File: src/rtl/neuron_accumulator_if.sv
// rtl/neuron_accumulator_if.sv - product stream, control and result bundle for neuron_accumulator
// The master drives start/products/bias; the slave (the accumulator) returns handshake and result.
interface neuron_accumulator_if #(
  parameter int PixelWidth      = 8,
  parameter int WeightPrecision = 8,
  parameter int NumPixels       = 12288
);
  localparam int ProdWidth = 2 * (WeightPrecision + PixelWidth) + 1;
  localparam int AccWidth  = ProdWidth + $clog2(NumPixels) + 1;

  logic                              start;
  logic                              prod_valid;
  logic signed [ProdWidth-1:0]       prod;
  logic signed [WeightPrecision-1:0] bias;
  logic                              prod_ready;
  logic                              busy;
  logic                              done;
  logic signed [AccWidth-1:0]        sum_out;
  logic                              is_cat;

  modport master (
    output start, prod_valid, prod, bias,
    input  prod_ready, busy, done, sum_out, is_cat
  );

  modport slave (
    input  start, prod_valid, prod, bias,
    output prod_ready, busy, done, sum_out, is_cat
  );
endinterface

File: src/rtl/neuron_accumulator.sv
// rtl/neuron_accumulator.sv - sums NumPixels signed products plus a bias into a wrap-free accumulator
// Moore FSM IDLE -> ACCUM -> BIAS -> DONE; the result stays on sum_out until the next accepted start.
module neuron_accumulator #(
  parameter int PixelWidth      = 8,
  parameter int WeightPrecision = 8,
  parameter int NumPixels       = 12288
) (
  input  logic                  clk,
  input  logic                  rst,
  neuron_accumulator_if.slave   bus
);
  localparam int ProdWidth = 2 * (WeightPrecision + PixelWidth) + 1;
  localparam int AccWidth  = ProdWidth + $clog2(NumPixels) + 1;
  localparam int CntWidth  = $clog2(NumPixels);
  localparam logic [CntWidth-1:0] LastCount = CntWidth'(NumPixels - 1);

  typedef enum logic [1:0] {
    IDLE  = 2'd0,
    ACCUM = 2'd1,
    BIAS  = 2'd2,
    DONE  = 2'd3
  } state_e;

  state_e                     state_q, state_d;
  logic signed [AccWidth-1:0] acc_q, acc_d;
  logic [CntWidth-1:0]        count_q, count_d;

  logic signed [AccWidth-1:0] prod_ext;
  logic signed [AccWidth-1:0] bias_ext;

  assign prod_ext = {{(AccWidth - ProdWidth){bus.prod[ProdWidth-1]}}, bus.prod};
  assign bias_ext = {{(AccWidth - WeightPrecision){bus.bias[WeightPrecision-1]}}, bus.bias};

  always_ff @(posedge clk or negedge rst) begin
    if (!rst) begin
      state_q <= IDLE;
      acc_q   <= '0;
      count_q <= '0;
    end else begin
      state_q <= state_d;
      acc_q   <= acc_d;
      count_q <= count_d;
    end
  end

  always_comb begin
    state_d = state_q;
    acc_d   = acc_q;
    count_d = count_q;
    case (state_q)
      IDLE: begin
        if (bus.start) begin
          state_d = ACCUM;
          acc_d   = '0;
          count_d = '0;
        end
      end
      ACCUM: begin
        if (bus.prod_valid) begin
          acc_d = acc_q + prod_ext;
          // The counter parks on the last index so it never exceeds NumPixels-1.
          if (count_q == LastCount) begin
            state_d = BIAS;
          end else begin
            count_d = count_q + 1'b1;
          end
        end
      end
      BIAS: begin
        acc_d   = acc_q + bias_ext;
        state_d = DONE;
      end
      DONE: begin
        state_d = IDLE;
      end
      default: begin
        state_d = IDLE;
      end
    endcase
  end

  assign bus.prod_ready = (state_q == ACCUM);
  assign bus.busy       = (state_q != IDLE);
  assign bus.done       = (state_q == DONE);
  assign bus.sum_out    = acc_q;
  assign bus.is_cat     = ~acc_q[AccWidth-1];
endmodule

File: src/flat_wrapper.sv
// flat-port wrapper written by rule: the top's interface ports become plain ports
module neuron_accumulator_flat 
#(
  parameter int PixelWidth      = 8,
  parameter int WeightPrecision = 8,
  parameter int NumPixels       = 12288
)
  (clk, rst, bus_start, bus_prod_valid, bus_prod, bus_bias, bus_prod_ready, bus_busy, bus_done, bus_sum_out, bus_is_cat);
  neuron_accumulator_if #(.PixelWidth(PixelWidth), .WeightPrecision(WeightPrecision), .NumPixels(NumPixels)) bus_i ();
  input  logic clk;
  input  logic rst;
  input wire logic [$bits(bus_i.start)-1:0] bus_start;
  input wire logic [$bits(bus_i.prod_valid)-1:0] bus_prod_valid;
  input wire logic [$bits(bus_i.prod)-1:0] bus_prod;
  input wire logic [$bits(bus_i.bias)-1:0] bus_bias;
  output wire logic [$bits(bus_i.prod_ready)-1:0] bus_prod_ready;
  output wire logic [$bits(bus_i.busy)-1:0] bus_busy;
  output wire logic [$bits(bus_i.done)-1:0] bus_done;
  output wire logic [$bits(bus_i.sum_out)-1:0] bus_sum_out;
  output wire logic [$bits(bus_i.is_cat)-1:0] bus_is_cat;
  assign bus_i.start = bus_start;
  assign bus_i.prod_valid = bus_prod_valid;
  assign bus_i.prod = bus_prod;
  assign bus_i.bias = bus_bias;
  assign bus_prod_ready = bus_i.prod_ready;
  assign bus_busy = bus_i.busy;
  assign bus_done = bus_i.done;
  assign bus_sum_out = bus_i.sum_out;
  assign bus_is_cat = bus_i.is_cat;
  neuron_accumulator #(.PixelWidth(PixelWidth), .WeightPrecision(WeightPrecision), .NumPixels(NumPixels)) u_core (.clk(clk), .rst(rst), .bus(bus_i));
endmodule
File: config.mk
export PLATFORM = sky130hd
export DESIGN_NAME = neuron_accumulator_flat
export DESIGN_NICKNAME = d
export VERILOG_FILES = /design/src/rtl/neuron_accumulator_if.sv /design/src/rtl/neuron_accumulator.sv /design/src/flat_wrapper.sv
export SDC_FILE = /design/constraint.sdc
export NUM_CORES = 1
export LEC_CHECK = 0
export ABC_AREA = 1
export CAP_MARGIN = 0
export CORE_ASPECT_RATIO = 0.6
export CORE_MARGIN = 2
export CORE_UTILIZATION = 57
export DETAILED_ROUTE_END_ITERATION = 7
export GPL_TIMING_DRIVEN = 0
export PLACE_DENSITY = 0.85
export SLEW_MARGIN = 20
export SYNTH_ARGS = -nofsm -noshare
export SYNTH_HDL_FRONTEND = slang
export SYNTH_SLANG_ARGS = --single-unit
File: constraint.sdc
create_clock -name clk -period 4 [get_ports clk]
set_input_delay 0.6 -clock clk [delete_from_list [all_inputs] [get_ports clk]]
set_output_delay 0.6 -clock clk [all_outputs]
set_load 0.02 [all_outputs]
**Word level (Yosys, flattened, before mapping)**

Cells that the tools add are included.

- Flip-flop bits (word level): 64
- Input port bits: 45
- Output and inout port bits: 52

- Add/subtract/negate cells: 3
- Eq/ne operators: 8
- Mux-type cells: 11
- Bitwise gates (word level): 1
- Reduce and logical (&&, ||, !) cells: 7

Operators by type and width:

| kind | number |
|---|---|
| 48-bit case mux with 3 select lines | 1 |
| 48-bit 2-to-1 mux | 2 |
| 48-bit by 33-bit adder with 48-bit output | 1 |
| 48-bit by 8-bit adder with 48-bit output | 1 |
| 14-bit 2-to-1 mux | 3 |
| 14-bit case mux with 2 select lines | 1 |
| 14-bit by 1-bit adder with 14-bit output (second input constant) | 1 |
| 14-bit == test (second input constant) | 1 |
| 2-bit case mux with 4 select lines | 1 |
| 2-bit 2-to-1 mux | 3 |
| 2-bit != test (second input constant) | 3 |
| 3-bit AND reduction | 2 |
| 2-bit == test (second input constant) | 2 |
| 4-bit AND reduction | 1 |
| 2-bit nonzero test | 2 |
| 3-bit nonzero test | 1 |
| 2-bit by 1-bit == test with 1-bit output (second input constant) | 1 |
| 2-bit logical NOT | 1 |
| 2-bit by 1-bit != test with 1-bit output (second input constant) | 1 |
| 1-bit inverter | 1 |

**Logic depth before layout (Yosys ltp)**

- Word-level depth: 4
- Gate-level depth with buffers: 22

**Worst setup path before layout**

No wires, ideal clock.

- Path type: reg2reg
- Start point: reg u_core.state_q[0]
- End point: reg u_core.acc_q[47] (netlist: u_core.bus.sum_out[47])
- Setup time: 0.117 ns
- Arrival time: 2.688 ns
- Required time: 3.883 ns
- Slack: 1.195 ns
- Stages on the path, launching flop included: 21
- Path buffers: 2
- Cell sequence: dfrtp_1 -> inv_1 -> ha_1 -> buf_4 -> inv_2 -> or2_1 -> inv_2 -> clkbuf_1 -> nor2_1 -> ha_1 -> nand2_1 -> nor2_2 -> inv_2 -> nor2_2 -> nand2_1 -> nor2_1 -> nand2_1 -> nand3_1 -> nand2_1 -> nand3_1 -> nand2_1

- Word-level cells in the longest chain between the ends: 3
- Elaborated cells between the ends (all ways): 8

Ends and longest elaborated chain:

| what | line | RTL |
|---|---|---|
| start, declared | neuron_accumulator.sv:24 | `state_e state_q, state_d;` |
| start signal, assigned | neuron_accumulator.sv:40 | `state_q <= state_d;` |
| 2-bit by 1-bit == test with 1-bit output (tied with other cells) | neuron_accumulator.sv:50 | `case (state_q)` |
| 2-bit != test (no line) or 3-bit nonzero test (tied branches) | n/a |  |
| 3-bit AND reduction (no line) | n/a |  |
| end signal, assigned | neuron_accumulator.sv:37 | `acc_q <= '0;` |
| end signal, assigned | neuron_accumulator.sv:41 | `acc_q <= acc_d;` |
| end, declared | neuron_accumulator.sv:25 | `logic signed [AccWidth-1:0] acc_q, acc_d;` |

Parallel ways exist; a longest one is shown, timed or not.
A chain may end at the register's enable or synchronous reset.

**Worst setup path in the final report**

- Start point: reg u_core.state_q[0]
- End point: reg u_core.acc_q[31] (netlist: u_core.bus.sum_out[31])

Same word-level chain as after synthesis.

==> results.py <==
metrics = {
    "route": {
        "viasPerCell": 5.378,
        "wirelength_um": 25380,
        "via_count": 8562,
        "firstDrtPassIters": 6,
        "avgRoutedWirePerCell_um": 15.94,
        "drc": 0,
        "postRouteAntennaNets": 0,
        "drt_iter0_drc": 984,
    },
    "grt": {
        "globalRouteMet1Util_pct": 57.08,
        "top_usage_layer": "met1",
        "grt_use_total_pct": 37.22,
        "gr-usage-met3_pct": 13.13,
        "grt_antenna_before_repair": 0,
        "grt_max_degree": 42,
        "grt_pass1_wl_um": 39040,
        "grt_pass1_vias": 7408,
        "grt-ovfl-total": 0,
        "use_met2_pct": 49.51,
    },
    "floorplan": {
        "die_w_um": 151.0,
        "start_util_pct": 58.02,
        "die_area_um2": 13920,
        "ios": 97,
        "die_y_um": 92.18,
        "core-area_um2": 12730,
        "num_rows": 32,
    },
    "clock_tree": {
        "cts_tree": "done",
        "clk_latency_ns": 0.34,
        "numClockSinks": 64,
        "clockRootBuffer": "clkbuf_16",
        "clk_pin_slew_worst_paths_ns": 0.07,
        "post_cts_resized": 0,
        "postCtsSetupBuffers": 0,
        "clockBufferDepth": 2,
        "htree_levels": 3,
        "cts_hold_buf": 0,
        "cts_made_buffers": 9,
    },
    "cells_and_area": {
        "mostFrequentLayoutCell": "nand2_1",
        "finalNonFillerCells": 1592,
        "nets": 1519,
        "fillers": 1149,
        "areaGrowthSynthToFinish_pct": 20.09,
        "mostFrequentLayoutCells": "539 x nand2_1, 228 x inv_1, 142 x nor2_1",
        "n_antenna_cell": 0,
        "drive_above_1_share_pct": 6.610,
    },
    "synthesis": {
        "ys_seq_area_share_pct": 21.68,
        "yosys_warnings": 0,
        "synth_cells": 1309,
        "synth-seq-cells": 64,
        "synth_cell_types": 38,
        "avgSynthCellArea_um2": 5.643,
        "synth_area_um2": 7387,
        "synth_top_cell_area_share_pct": 27.39,
        "syn-num-nets": 1411,
        "synth_largest_area_cell": "nand2_1",
        "netlist_top_cells_area": "nand2_1 27%, dfrtp_1 22%, inv_1 12%",
    },
    "worst_setup_path": {
        "worst-endpoint-required_ns": 4.23,
        "crit_path_max_fanout": 10,
        "cp.arrival_ns": 4.00,
        "rrSetupSlack_ns": 0.23,
        "worstSetupPathType": "reg2reg",
        "start_kind": "flip-flop",
        "rr_startpoint": "u_core.state_q[0]$_DFFE_PN0P_",
        "r2r_cells": 22,
        "cp-end-kind": "flip-flop",
        "worst_r2r_endpoint": "u_core.bus.sum_out[31]$_DFFE_PN0P_",
    },
    "sta": {
        "period_minus_slack_ns": 3.767,
        "tightest_slew_ns": 0.6751,
        "timing.fmax_mhz": 265.4,
        "rsz0062_at_grt": "false",
        "min_period_over_period_pct": 94.18,
        "finalHoldViolCount": 0,
        "report.final.slew_viol_count": 0,
        "fin_skew_ns": 0.005411,
        "hold_ws_ns": 0.1586,
        "setup_viol": 0,
        "relSlewSlack_pct": 54.99,
    },
    "placed_design": {
        "place_hpwl_um": 20520,
        "gp_congestion": 1.025,
        "io_buffer_count": 96,
        "dp.cells": 1576,
    },
    "power_and_ir_drop": {
        "p_leak_nw": 5.030,
        "ir_drop_uv": 431.1,
        "power_density_nw_per_um2": 994.0,
    },
    "job": {
        "drv_cap": 0,
    },
    "outcome": {
        "status": "finished clean",
    },
    "min_path": {
        "min_path_type": "in2async",
    },
}
==> cell usage after synthesis <==
library cell and n:
inv_4 2, a21o_1 1, o21ai_1 5, nand4_1 10, nand2_8 1, inv_2 13
and2_1 2, nand2_2 11, inv_1 228, nand2_4 1, nor3_1 5, or2_4 1
buf_2 2, o21bai_1 4, dfrtp_1 64, a21oi_1 51, xor2_1 12, buf_6 5
buf_4 4, o21ai_2 4, nand2_1 539, nor3_2 2, nor4_1 4, nor2_4 4
nor2_1 143, nand3_1 66, nand3b_1 2, a22o_1 1, o21ai_0 30, ha_1 56
nand3_2 4, clkbuf_1 6, nor2_2 15, fa_1 1, or2_1 2, or2_2 4
a32o_1 3, o22ai_1 1
==> area by class of cell <==
type / count / area [um^2] / share of cell area (%)
multi-input cells: 985 / 4752 / 53.57
inverters: 243 / 917.1 / 10.34
clock inverters: 7 / 55.05 / 0.6206
plain buffers: 17 / 121.4 / 1.368
flip-flops and latches: 64 / 1602 / 18.05
clock buffers: 9 / 225.2 / 2.539
repair buffers: 97 / 985.9 / 11.11
well taps: 170 / 212.7 / 2.398
==> sequential cells by signal (all words and copies together) (netlist names) <==
register	flops
u_core.count_q	14
u_core.bus.sum_out	48
u_core.state_q	2
==> how the worst max path moves through the flow <==
| stage | slack [ns] | startpoint | end |
|---|---|---|---|
| floorplan | 1.19 | u_core.state_q[0]$_DFFE_PN0P_ | u_core.bus.sum_out[47]$_DFFE_PN0P_ |
| global placement | -0.07 | rst | u_core.bus.sum_out[39]$_DFFE_PN0P_ |
| detailed placement | 0.10 | bus_bias[7] | u_core.bus.sum_out[31]$_DFFE_PN0P_ |
| CTS | 0.15 | u_core.state_q[0]$_DFFE_PN0P_ | u_core.bus.sum_out[31]$_DFFE_PN0P_ |
| global route | 0.01 | u_core.state_q[0]$_DFFE_PN0P_ | u_core.bus.sum_out[31]$_DFFE_PN0P_ |
| finish | 0.23 | u_core.state_q[0]$_DFFE_PN0P_ | u_core.bus.sum_out[31]$_DFFE_PN0P_ |
==> worst max-delay path, stage by stage, from the launching register on <==
cell	delay [ns]
dfrtp_1	0.42
inv_1	0.12
ha_1	0.15
buf_4	0.19
inv_2	0.10
or2_1	0.26
inv_2	0.19
clkbuf_2	0.35
nor2_1	0.11
ha_1	0.37
nand2_1	0.20
inv_1	0.12
nand2_1	0.07
nand2_1	0.11
inv_1	0.05
nand2_1	0.08
inv_1	0.04
nand2_1	0.26
nand2_1	0.10
nand2_1	0.17
nand2_1	0.07
nand2_1	0.06
o21ai_1	0.05
==> power by group <==
| group | internal, W | leakage, nW | switching [W] |
|---|---|---|---|
| Clock | 0.000427 | 0.133 | 0.000361 |
| Sequential | 0.000897 | 0.837 | 0.000232 |
| Combinational | 0.00223 | 4.06 | 0.00467 |
| Total | 0.00356 | 5.03 | 0.00526 |
==> per-layer routing <==
metal | vias to the layer above | wire, um
li1 | 4212 | -
met1 | 3842 | 11770
met2 | 473 | 9561
met3 | 33 | 3695
met4 | 2 | 263
met5 | - | 92
==> kinds of logic after synthesis <==
family / synth area share [%]
DFF: 21.68
and+or+nand+nor: 45.70
AOI/OAI and AO/OA: 7.419
xor gates and xnor gates: 1.423
adders and majority gates: 9.756
buffers and inverters: 14.02
==> through the flow <==
step | cell area, um^2 | util [%] | power [W] | setup slack, ns | TNS [ns]
3_3_place_gp | 8561 | 67.24 | 0.007569 | -0.07370 | -4.088
6_report | 8871 | 69.67 | 0.008818 | 0.2327 | 0
5_1_grt | 8871 | 69.67 | 0.009479 | 0.01254 | 0
4_1_cts | 8866 | 69.63 | 0.008530 | 0.1528 | 0
3_5_place_dp | 8586 | 67.43 | 0.007702 | 0.1046 | 0
2_1_floorplan | 7387 | - | 0.005620 | 1.195 | 0
No activity file was read; power rests on OpenSTA's default activity.
